$ cat src/rtl/avg_frame_feeder.sv
// avg_frame_feeder: buffers a free-running sample stream in a FIFO and feeds
// whole frames to the averager (start, then contiguous first..last beats),
// waiting for the averager's done before the next frame.
// Optional done-watchdog: define AVG_FEED_WDOG_EN.
module avg_frame_feeder #(
  parameter int NOF_BITS    = 32,
  parameter int FIFO_DEPTH  = 16,
  parameter int LEN_BITS    = 8,
  parameter int WDOG_CYCLES = 64
) (
  input  logic                          clk,
  input  logic                          rst,
  input  logic                          enable,
  input  logic [LEN_BITS-1:0]           frame_len,
  input  logic                          s_valid,
  input  logic [NOF_BITS-1:0]           s_data,
  output logic                          s_ready,
  output logic                          avg_start,
  output logic                          avg_first,
  output logic                          avg_last,
  output logic [NOF_BITS-1:0]           avg_data,
  input  logic                          avg_busy,
  input  logic                          avg_done,
  output logic [$clog2(FIFO_DEPTH):0]   fifo_level,
  output logic [15:0]                   frames_sent,
  output logic                          err
);

  localparam int AW = $clog2(FIFO_DEPTH);
  localparam int LW = AW + 1;
  localparam int CW = (LW > LEN_BITS) ? LW : LEN_BITS;
  localparam int WW = $clog2(WDOG_CYCLES) + 1;

  if (FIFO_DEPTH < 2 || (1 << AW) != FIFO_DEPTH) begin : g_bad_depth
    $error("FIFO_DEPTH must be a power of 2 and >= 2");
  end
  if (WDOG_CYCLES < 1) begin : g_bad_wdog
    $error("WDOG_CYCLES must be >= 1");
  end

  typedef enum logic [1:0] {S_IDLE, S_ARM, S_STREAM, S_WAIT_DONE} state_t;

  state_t                state_q, state_d;
  logic [LEN_BITS-1:0]   len_q, len_d;
  logic [LEN_BITS-1:0]   beat_q, beat_d;
  logic [15:0]           frames_q, frames_d;
  logic [AW-1:0]         wr_ptr_q, wr_ptr_d;
  logic [AW-1:0]         rd_ptr_q, rd_ptr_d;
  logic [LW-1:0]         level_q, level_d;
  logic                  start_q, start_d;
  logic                  first_q, first_d;
  logic                  last_q, last_d;
  logic [NOF_BITS-1:0]   data_q, data_d;
  logic [NOF_BITS-1:0]   mem_q [FIFO_DEPTH];

  logic                  full;
  logic                  push;
  logic                  pop;
  logic [LEN_BITS-1:0]   len_eff;

`ifdef AVG_FEED_WDOG_EN
  logic [WW-1:0]         wd_q, wd_d;
  logic                  err_q, err_d;
`endif

  assign full    = (level_q == LW'(FIFO_DEPTH));
  assign push    = s_valid && !full;
  assign len_eff = (frame_len == '0) ? LEN_BITS'(1) : frame_len;

  // Next-state, counters and FIFO bookkeeping; outputs are derived from the
  // next state so each registered output lines up with the state it belongs to.
  always_comb begin
    state_d  = state_q;
    len_d    = len_q;
    beat_d   = beat_q;
    frames_d = frames_q;
`ifdef AVG_FEED_WDOG_EN
    wd_d     = wd_q;
    err_d    = err_q;
`endif
    case (state_q)
      S_IDLE: begin
        if (enable && !avg_busy && (CW'(level_q) >= CW'(len_eff))) begin
          state_d = S_ARM;
          len_d   = len_eff;
        end
      end
      S_ARM: begin
        state_d = S_STREAM;
        beat_d  = '0;
      end
      S_STREAM: begin
        if (beat_q == len_q - LEN_BITS'(1)) begin
          state_d = S_WAIT_DONE;
`ifdef AVG_FEED_WDOG_EN
          wd_d    = '0;
`endif
        end else begin
          beat_d = beat_q + LEN_BITS'(1);
        end
      end
      S_WAIT_DONE: begin
        if (avg_done) begin
          frames_d = frames_q + 16'd1;
          state_d  = S_IDLE;
        end
`ifdef AVG_FEED_WDOG_EN
        else if (wd_q == WW'(WDOG_CYCLES - 1)) begin
          err_d   = 1'b1;
          state_d = S_IDLE;
        end else begin
          wd_d = wd_q + WW'(1);
        end
`endif
      end
      default: state_d = S_IDLE;
    endcase

    pop      = (state_d == S_STREAM);
    start_d  = (state_d == S_ARM);
    first_d  = pop && (beat_d == '0);
    last_d   = pop && (beat_d == len_d - LEN_BITS'(1));
    data_d   = pop ? mem_q[rd_ptr_q] : '0;
    wr_ptr_d = wr_ptr_q + AW'(push);
    rd_ptr_d = rd_ptr_q + AW'(pop);
    level_d  = level_q + LW'(push) - LW'(pop);
  end

  // Control and output registers; reset flushes the FIFO and abandons any frame.
  always_ff @(posedge clk or posedge rst) begin
    if (rst) begin
      state_q  <= S_IDLE;
      len_q    <= '0;
      beat_q   <= '0;
      frames_q <= '0;
      wr_ptr_q <= '0;
      rd_ptr_q <= '0;
      level_q  <= '0;
      start_q  <= 1'b0;
      first_q  <= 1'b0;
      last_q   <= 1'b0;
      data_q   <= '0;
    end else begin
      state_q  <= state_d;
      len_q    <= len_d;
      beat_q   <= beat_d;
      frames_q <= frames_d;
      wr_ptr_q <= wr_ptr_d;
      rd_ptr_q <= rd_ptr_d;
      level_q  <= level_d;
      start_q  <= start_d;
      first_q  <= first_d;
      last_q   <= last_d;
      data_q   <= data_d;
    end
  end

  // Sample storage; contents need no reset since the pointers define validity.
  always_ff @(posedge clk) begin
    if (push) mem_q[wr_ptr_q] <= s_data;
  end

`ifdef AVG_FEED_WDOG_EN
  // Done-watchdog counter and sticky error flag.
  always_ff @(posedge clk or posedge rst) begin
    if (rst) begin
      wd_q  <= '0;
      err_q <= 1'b0;
    end else begin
      wd_q  <= wd_d;
      err_q <= err_d;
    end
  end
  assign err = err_q;
`else
  assign err = 1'b0;
`endif

  assign s_ready     = !full;
  assign avg_start   = start_q;
  assign avg_first   = first_q;
  assign avg_last    = last_q;
  assign avg_data    = data_q;
  assign fifo_level  = level_q;
  assign frames_sent = frames_q;

endmodule

$ cat config.mk
export PLATFORM = sky130hd
export DESIGN_NAME = avg_frame_feeder
export DESIGN_NICKNAME = d
export VERILOG_FILES = /design/src/rtl/avg_frame_feeder.sv
export SDC_FILE = /design/constraint.sdc
export NUM_CORES = 1
export LEC_CHECK = 0
export CAP_MARGIN = 40
export CORE_MARGIN = 5
export CORE_UTILIZATION = 35
export DETAILED_ROUTE_END_ITERATION = 12
export PLACE_DENSITY = 0.57
export SLEW_MARGIN = 25
export SYNTH_ARGS = -nofsm -noshare
export SYNTH_HDL_FRONTEND = slang
export SYNTH_SLANG_ARGS = --single-unit
export TNS_END_PERCENT = 1
$ cat constraint.sdc
create_clock -name clk -period 4.56 [get_ports clk]
set_clock_uncertainty 0.2 [all_clocks]
set_input_delay 0.912 -clock clk [delete_from_list [all_inputs] [get_ports clk]]
set_output_delay 0.912 -clock clk [all_outputs]
set_load 0.02 [all_outputs]
# [Yosys cells after proc, flatten, opt, wreduce, memory -nomap -nowiden]
# Memory sizes are Yosys's and may differ from the RTL's.
# Cells that the tools add are included.
[op_classes] n_lt_le_gt_ge=1 eq_ne=8 reduce_logical=11 mux=12 n_addsub=8
[ops] operator="$mux 32" n=1
[ops] operator="$mux 8" n=4
[ops] operator="$add 16x1->16 const B" n=1
[ops] operator="$eq 8x8->1" n=2
[ops] operator="$logic_not 8->1" n=2
[ops] operator="$pmux 8 s2" n=1
[ops] operator="$sub 8x1->8 const B" n=2
[ops] operator="$add 4x1->4" n=2
[ops] operator="$add 8x1->8 const B" n=1
[ops] operator="$ge 5x8->1" n=1
[ops] operator="$pmux 2 s4" n=1
[ops] operator="$eq 2x2->1 const B" n=3
[ops] operator="$mux 2" n=3
[ops] operator="$add 5x1->5" n=1
[ops] operator="$eq 5x5->1 const B" n=1
[ops] operator="$logic_and 1x1->1" n=5
[ops] operator="$sub 5x1->5" n=1
[ops] operator="$eq 2x1->1 const B" n=2
[ops] operator="$logic_not 1->1" n=2
[ops] operator="$logic_not 2->1" n=1
[ops] operator="$mux 1" n=2
[ops] operator="$reduce_and 2->1" n=1
[word_totals] out_inout_bits=58 input_bits=46 wordCells=52 mem_bits_rw=512 memories=1 reg_bits=82
[mem_list] memory="mem_q" depth=16 word_bits=32 rd=1 rd_ports_with_merged_regs=0 write_ports=1 line_no="54" rtl="logic [NOF_BITS-1:0] mem_q [FIFO_DEPTH];"

# [Longest topological paths before layout]
# Gate-level depths: netlist (run 1).
[logic_depth] ltp_word=9 depth_mapped=22 ltp_nobuf=21

# [Worst setup path after synthesis (run 1)]
# No wires, ideal clock.
[synth_timing] path_kind="reg2reg" from="register len_q[0]" to="register level_q[4] (netlist: fifo_level[4])" n_path_buf=1 arrival_ps=4253 setup_slack_ps=-18 required_time_ps=4235 synth_period_minus_slack_ps=4578 setup_ps=125 path_stages_with_launch=19 path_cell_list="dfrtp_1 > or4_4 > or3_4 > or4_4 > a2111o_1 > o211a_1 > o21ai_2 > buf_2 > inv_1 > ha_1 > inv_1 > ha_1 > inv_1 > fa_1 > inv_1 > a21oi_1 > nor2_1 > nor2_1 > xnor2_1"
[synth_between] elab_chain_cells=6
[synth_rtl] element="start, declared" line_no="44" rtl="logic [LEN_BITS-1:0] len_q, len_d;"
[synth_rtl] element="start signal, assigned" line_no="145" rtl="len_q <= len_d;"
[synth_rtl] element="$sub 8x1->8" line_no="93" rtl="if (beat_q == len_q - LEN_BITS'(1)) begin"
[synth_rtl] element="$eq 8x8->1" line_no="93"
[synth_rtl] element="$mux 2" line_no="93"
[synth_rtl] element="$pmux 2 s4" line_no="81" rtl="case (state_q)"
[synth_rtl] element="$eq 2x2->1" line_no="119" rtl="pop = (state_d == S_STREAM);"
[synth_rtl] element="$sub 5x1->5" line_no="126" rtl="level_d = level_q + LW'(push) - LW'(pop);"
[synth_rtl] element="named net level_d[4]" line_no="49" rtl="logic [LW-1:0] level_q, level_d;"
[synth_rtl] element="end signal, assigned" line_no="150" rtl="level_q <= level_d;"
[synth_rtl] element="end, declared" line_no="49"
# The timed path passes the listed nets, and every way through them passes these cells.
# A chain may end at the register's enable or synchronous reset.

# [Worst setup path in the final report (run 1)]
[layout_timing] from="register len_q[1]" to="register level_q[4] (netlist: fifo_level[4])"
# The elaborated chain is that of the path after synthesis.

==> impl_metrics.yaml, run 1 <==
status:
  run_status: "finished clean"
pwr:
  power_w: 0.01790
  peakVddDrop_mv: 0.2971
  cellPowerDensity_mw_per_mm2: 632.1
  cellLeakagePower_nw: 9.899
floorplanning:
  design.die.area_sq_mm: 0.07248
  die_w_um: 269.2
  die_outline_height_um: 269.2
  initial_utilization: 0.3515
  io_pins: 104
  number_of_rows_created_at_floorplan: 95
  placeableCoreArea_sq_mm: 0.06692
logic_synthesis:
  ys_seq_elements: 594
  synth.top_cell.area_share: 0.6537
  synth-main-ff-cell: "sky130_fd_sc_hd__edfxtp_1"
  post-synth-top-area-cell: "sky130_fd_sc_hd__edfxtp_1"
  ys.warnings.count: 0
  synth_nets: 1427
  postSynthAreaPerCell_sq_um: 17.35
  yosysUniqueCellTypes: 60
  yosysMostFrequentCell: "sky130_fd_sc_hd__edfxtp_1"
  synth_enable_flop_cells: 512
  synthesis.instances: 1356
  syn-cell-area_sq_mm: 0.02352
  synth_area_leaders: "sky130_fd_sc_hd__edfxtp_1 65%, sky130_fd_sc_hd__dfrtp_1 8.7%, sky130_fd_sc_hd__mux4_2 6.1%, sky130_fd_sc_hd__mux2i_1 5.5%, sky130_fd_sc_hd__nor2_1 1.5%"
  ys_seq_area_frac: 0.7409
  asyncSetResetFlopFracSynth: 0.1380
  synthTopCellsByCount: "512 x sky130_fd_sc_hd__edfxtp_1, 129 x sky130_fd_sc_hd__mux2i_1, 97 x sky130_fd_sc_hd__nor2_1"
sta:
  fmax_ghz: 0.2304
  maxSlewHeadroom: 0.4654
  timing_max_transition_violations_final: 0
  timing.final.crit_share: 0.9519
  tightestPinTransition_ns: 0.8001
  final_hold_viol_count: 0
  final-setup-viol-count: 0
  rsz0062_at_grt: "false"
  final_critical_path_setup_slack_ns: 0.2195
  final_period_minus_worst_setup_slack_ns: 4.341
setup_path:
  cp.required_ns: 4.84
  critical_path.endpoint_type: "register"
  worst-path-max-fanout: 4
  cpMaxStageDelayCell: "sky130_fd_sc_hd__or4_4"
  crit_arrival_ns: 4.62
  critical_path_buf_inv_count: 4
  cpLargestDelayFamily: "simple AND/OR/NAND/NOR gates"
  cp_cell_sequence: "or4_4, or3_4, or4_4, a2111o_1, o211a_1, o21ai_4, inv_1, ha_1, inv_1, ha_1, inv_1, fa_2, inv_1, a21oi_1, nor2_1, nor2_1, xnor2_1"
  critical_path_class: "register to register"
  slowest_delay_ns: 0.55
  startpoint_type: "register"
  worst_path_most_repeated_cell: "sky130_fd_sc_hd__inv_1"
global_route:
  antenna_found_initial: 0
  grtUsageTotal: 0.1482
  globalRouteOverflowTotal: 0
  via_count_of_the_first_global_routing_pass: 13280
  global_route_wire_length_before_repair_um: 83120
  grt_max_degree: 65
cells_and_area:
  final_core_utilization: 0.4232
  nNetsFinal: 1598
  flow.area_growth_from_synthesis_pct: 20.41
  instances_no_fill: 2454
  postLayoutCellArea_sq_mm: 0.02832
  antenna_cells: 0
  drive_gt1_frac: 0.1657
placed_design:
  postPlaceCellArea_sq_mm: 0.02617
  post-place-cells: 2329
  pre_cts_setup_slack_ns: -0.3064
  numPortBuffers: 102
  place.detailed.hpwl_um: 30070
  gp_congestion: 0.7528
drt:
  route.detailed.vias_per_inst: 5.121
  wire_per_inst_um: 21.95
  antenna_left: 0
  drtPass1Iterations: 5
  routed-via-count: 12570
  aggregate_routed_wire_length_um: 53870
  drt_first_iter_violations: 856
  drc: 0
cts:
  cts.htree.levels: 3
  numCtsBuffers: 66
  clk_path_buf_depth: 3
  worstSkewPairLatency_ns: 0.61
  clkSinkCount: 594
  clkTransAtPathRegs_ns: 0.06
  clock_tree_from_tritoncts: "built"
  clock_tree.root_cell: "sky130_fd_sc_hd__clkbuf_16"
min_path:
  worst_hold_path_type: "register to register"
flow_run:
  max-cap-violations: 0
-- flip-flops by register name, indices dropped and copies added, names as in the netlist --
signal	count
beat_q	8
rd_ptr_q	4
state_q	2
avg_first	1
avg_data	32
frames_sent	16
avg_last	1
avg_start	1
wr_ptr_q	4
len_q	8
mem_q	512
fifo_level	5
-- cell usage in the layout, fill, tap and decap left out, drive strengths merged, types with 3 or more instances in the layout --
cell / netlist / final
a21oi: 11 / 11
mux2i: 129 / 129
and2: 5 / 5
o221ai: 33 / 33
and3: 5 / 5
xnor2: 26 / 26
nor2: 97 / 97
xor2: 18 / 18
clkinv: 0 / 17
buf: 19 / 63
mux4: 64 / 64
ha: 24 / 24
clkbuf: 43 / 95
o22ai: 32 / 32
nor4: 3 / 3
nand2: 60 / 60
nor3: 12 / 12
nand2b: 8 / 8
nand4: 8 / 8
clkdlybuf4s50: 0 / 102
a211oi: 34 / 34
nand3: 16 / 16
dfrtp: 82 / 82
inv: 33 / 39
or3: 4 / 4
o21ai: 42 / 42
edfxtp: 512 / 512
-- layout make-up --
class / instances / area [sq um]
Fill cell: 5933 / 38600
Sequential cell: 594 / 17440
Multi-Input combinational cell: 667 / 5847
Clock buffer: 95 / 1841
Timing Repair Buffer: 165 / 1705
Tap cell: 873 / 1092
Clock inverter: 27 / 272.8
Inverter: 33 / 126.4
-- report_power, final --
group / switching [W] / total (W) / internal [W]
combinational: 0.00325 / 0.00566 / 0.00242
clock: 0.00217 / 0.00514 / 0.00297
sequential: 0.000453 / 0.00710 / 0.00664
-- through the flow --
step | hold WS (ns) | setup TNS [ns]
finish | 0.2663 | 0
floorplan | 0.2765 | 0
CTS | 0.2699 | 0
global route | 0.2735 | 0
detailed placement | 0.2612 | -0.6226
global placement | 0.2550 | -0.5441
-- routing by layer --
layer	track usage	vias up	wire, um
met2	0.2441	225	26060
li1	-	5687	-
met1	0.2048	6586	24760
met4	0.03509	0	909
met3	0.03014	69	2135
met5	0	-	0
-- cell families after synthesis --
kind of cell             share of synthesized area
XOR/XNOR                                   0.01638
multiplexers                                0.1171
buffers and inverters                      0.01580
AO/OA/AOI/OAI                              0.05139
adder cells (fa/ha/maj)                    0.01362
AND/OR/NAND/NOR                            0.04458
flip-flops                                  0.7409
other                                    0.0001594
-- what timing repair did --
item / 4_1_cts / 5_1_grt
setup endpoints to repair: 0 / 1
setup buffers: 0 / 2
hold buffers: 0 / 0
gates resized for setup: 0 / 2
-- path summary, 6_finish.rpt --
check	slack, ns	endpoint	start	cells after the start
max	0.22	fifo_level[4]	len_q[1]	17
min	0.27	frames_sent[15]	frames_sent[15]	1
max reg2reg	0.22	fifo_level[4]	len_q[1]	17
min reg2reg	0.27	frames_sent[15]	frames_sent[15]	1
max in group asynchronous	3.14	rd_ptr_q[0]	rst	3
min in group asynchronous	0.44	avg_data[7]	rst	2
Power figures use the tool's default switching activity.
==> run 2: changes to the inputs <==
Settings changed: SKIP_LAST_GASP set to 1.
==> results of run 2 <==
No change in the layout: final DEF, timing and power equal those of run 1.
==> run 3: changes to the inputs <==
Settings changed: PLACE_DENSITY 0.57 to not set.
==> impl_metrics.yaml, run 3 (synthesis results as in run 1) <==
global_route:
  global_route_wire_length_before_repair_um: 83370
  grtUsageTotal: 0.1493
  antenna_found_initial: 1
  grt_max_degree: 55
  globalRouteOverflowTotal: 0
  via_count_of_the_first_global_routing_pass: 13030
cells_and_area:
  layout.area.seq_sq_mm: 0.01743
  largest_reg_by_ff_count: "mem_q"
  flow.area_growth_from_synthesis_pct: 20.59
  fill_cells: 5849
  multi_input_comb_area_sq_mm: 0.005849
  largest_register_ffs: 512
  most-common-layout-cells: "512 x sky130_fd_sc_hd__edfxtp_1, 129 x sky130_fd_sc_hd__mux2i_1, 102 x sky130_fd_sc_hd__clkdlybuf4s50_1"
  final_core_utilization: 0.4238
  nNetsFinal: 1598
  drive_gt1_frac: 0.1677
  mostFrequentLayoutCell: "sky130_fd_sc_hd__edfxtp_1"
pwr:
  cellInternalPower_w: 0.01229
  peakVddDrop_mv: 0.5009
  switchingPower_w: 0.005861
  swShare: 0.3229
  cellPowerDensity_mw_per_mm2: 640.1
  cellLeakagePower_nw: 9.939
  clock_power_share: 0.296
  power.share.sequential: 0.388
  power_frac_comb: 0.316
sta:
  fmax_ghz: 0.2309
  tightestPinTransition_ns: 0.8259
  timing.final.crit_share: 0.9496
  fin_tns_setup_ns: 0
  maxSlewHeadroom: 0.4494
  final-setup-viol-count: 0
  final_period_minus_worst_setup_slack_ns: 4.330
  final_hold_viol_count: 0
  timing_max_transition_violations_final: 0
floorplanning:
  die_w_um: 269.2
  design.die.area_sq_mm: 0.07248
  die_outline_height_um: 269.2
  placeableCoreArea_sq_mm: 0.06692
  io_pins: 104
  initial_utilization: 0.3515
  number_of_rows_created_at_floorplan: 95
status:
  run_status: "finished clean"
placed_design:
  place.detailed.hpwl_um: 31390
  gp_congestion: 0.7414
  numPortBuffers: 102
setup_path:
  slowest_delay_ns: 0.54
  cpMaxStageDelayCell: "sky130_fd_sc_hd__or4_4"
  startpoint_type: "register"
  critical_path.endpoint_type: "register"
  cp_cell_sequence: "or4_4, or3_4, or4_4, a2111o_1, o211a_1, o21ai_4, inv_1, ha_1, inv_1, ha_2, inv_1, fa_2, inv_1, a21oi_1, nor2_1, nor2_1, xnor2_1"
  cp.required_ns: 4.87
  worst_path_most_repeated_cell: "sky130_fd_sc_hd__inv_1"
  critical_path_class: "register to register"
  worst-path-max-fanout: 3
  crit_arrival_ns: 4.64
cts:
  clock_tree.root_cell: "sky130_fd_sc_hd__clkbuf_16"
  clock_tree_from_tritoncts: "built"
  clk_path_buf_depth: 3
  cts-hold-fix-buffers: 0
  cts.htree.levels: 2
  numCtsBuffers: 61
  clkSinkCount: 594
  clkTransAtPathRegs_ns: 0.06
  worstSkewPairLatency_ns: 0.64
flow_run:
  max-cap-violations: 0
drt:
  antenna_left: 0
  drt_first_iter_violations: 1014
  aggregate_routed_wire_length_um: 54970
  drc: 0
  drtPass1Iterations: 5
  wire_per_inst_um: 22.40
  route.detailed.vias_per_inst: 5.150
  routed-via-count: 12640
min_path:
  worst_hold_path_type: "register to register"
==> run 3: cell count changes in the layout (fill, tap and decap cells not counted), moves of 4 or more <==
cell,before,now
sky130_fd_sc_hd__clkbuf_1,21,8
sky130_fd_sc_hd__buf_4,46,59
sky130_fd_sc_hd__clkbuf_8,8,3
sky130_fd_sc_hd__clkinv_1,5,15
sky130_fd_sc_hd__bufinv_16,2,13
sky130_fd_sc_hd__buf_12,15,8
sky130_fd_sc_hd__clkbuf_16,66,62
==> run 3: worst paths after layout <==
check	slack [ns]	end	cells after the start	from
setup / recovery	0.23	fifo_level[4]	17	len_q[3]
hold / removal	0.26	frames_sent[15]	1	frames_sent[15]
setup reg to reg	0.23	fifo_level[4]	17	len_q[3]
hold reg to reg	0.26	frames_sent[15]	1	frames_sent[15]
max in group asynchronous	2.82	rd_ptr_q[2]	3	rst
min in group asynchronous	0.55	frames_sent[8]	2	rst
==> run 3: final cells by class <==
class                   instances  area share
diodes                          1  0.00008823
clock buffers                  73     0.05722
clock inverters                43     0.02056
inverters                      33    0.004456
multi-input cells             667      0.2062
flip-flops and latches        594      0.6147
well taps                     873     0.03851
repair buffers                170     0.05823
==> run 3: per-layer routing <==
layer / share of wire / GRT usage
met1: 0.44 / 0.2044
met2: 0.49 / 0.2500
met3: 0.048 / 0.02845
met4: 0.019 / 0.03414
met5: 0 / 0
==> run 3: repair_timing <==
action | 4_1_cts | 5_1_grt
gates resized for setup | 0 | 2
setup endpoints to repair | 0 | 1
buffers inserted | 0 | 2
==> run 3: critical path, delay by kind of cell, from the launching register on <==
kind / cells / cell delay [ns]
adder cells (fa/ha/maj): 3 / 0.79
XOR/XNOR: 1 / 0.11
buffers and inverters: 4 / 0.25
AND/OR/NAND/NOR: 5 / 1.56
flip-flops: 1 / 0.37
AO/OA/AOI/OAI: 4 / 0.94
==> run 3: per-stage QoR <==
stage | cells | power [W] | hold slack [ns] | worst slack (ns) | area, sq um
final | 2454 | 0.01815 | 0.2628 | 0.2296 | 28360
after floorplan | 1356 | 0.01082 | 0.2765 | 0.01984 | 23520
after global placement | 2334 | 0.01284 | 0.2561 | -0.1061 | 26110
after CTS | 2450 | 0.01836 | 0.2694 | 0.09250 | 28310
after detailed placement | 2334 | 0.01294 | 0.2574 | -0.1684 | 26110
after global routing | 2453 | 0.01914 | 0.2999 | -0.01445 | 28360
==> run 3: power groups by stage <==
stage / logic, W / registers [W] / clock network [W]
after detailed placement: 0.00579 / 0.00716 / 0
final: 0.00574 / 0.00704 / 0.00537
after global routing: 0.00628 / 0.00711 / 0.00575
after floorplan: 0.00369 / 0.00713 / 0
after CTS: 0.00581 / 0.00705 / 0.00550
after global placement: 0.00571 / 0.00713 / 0
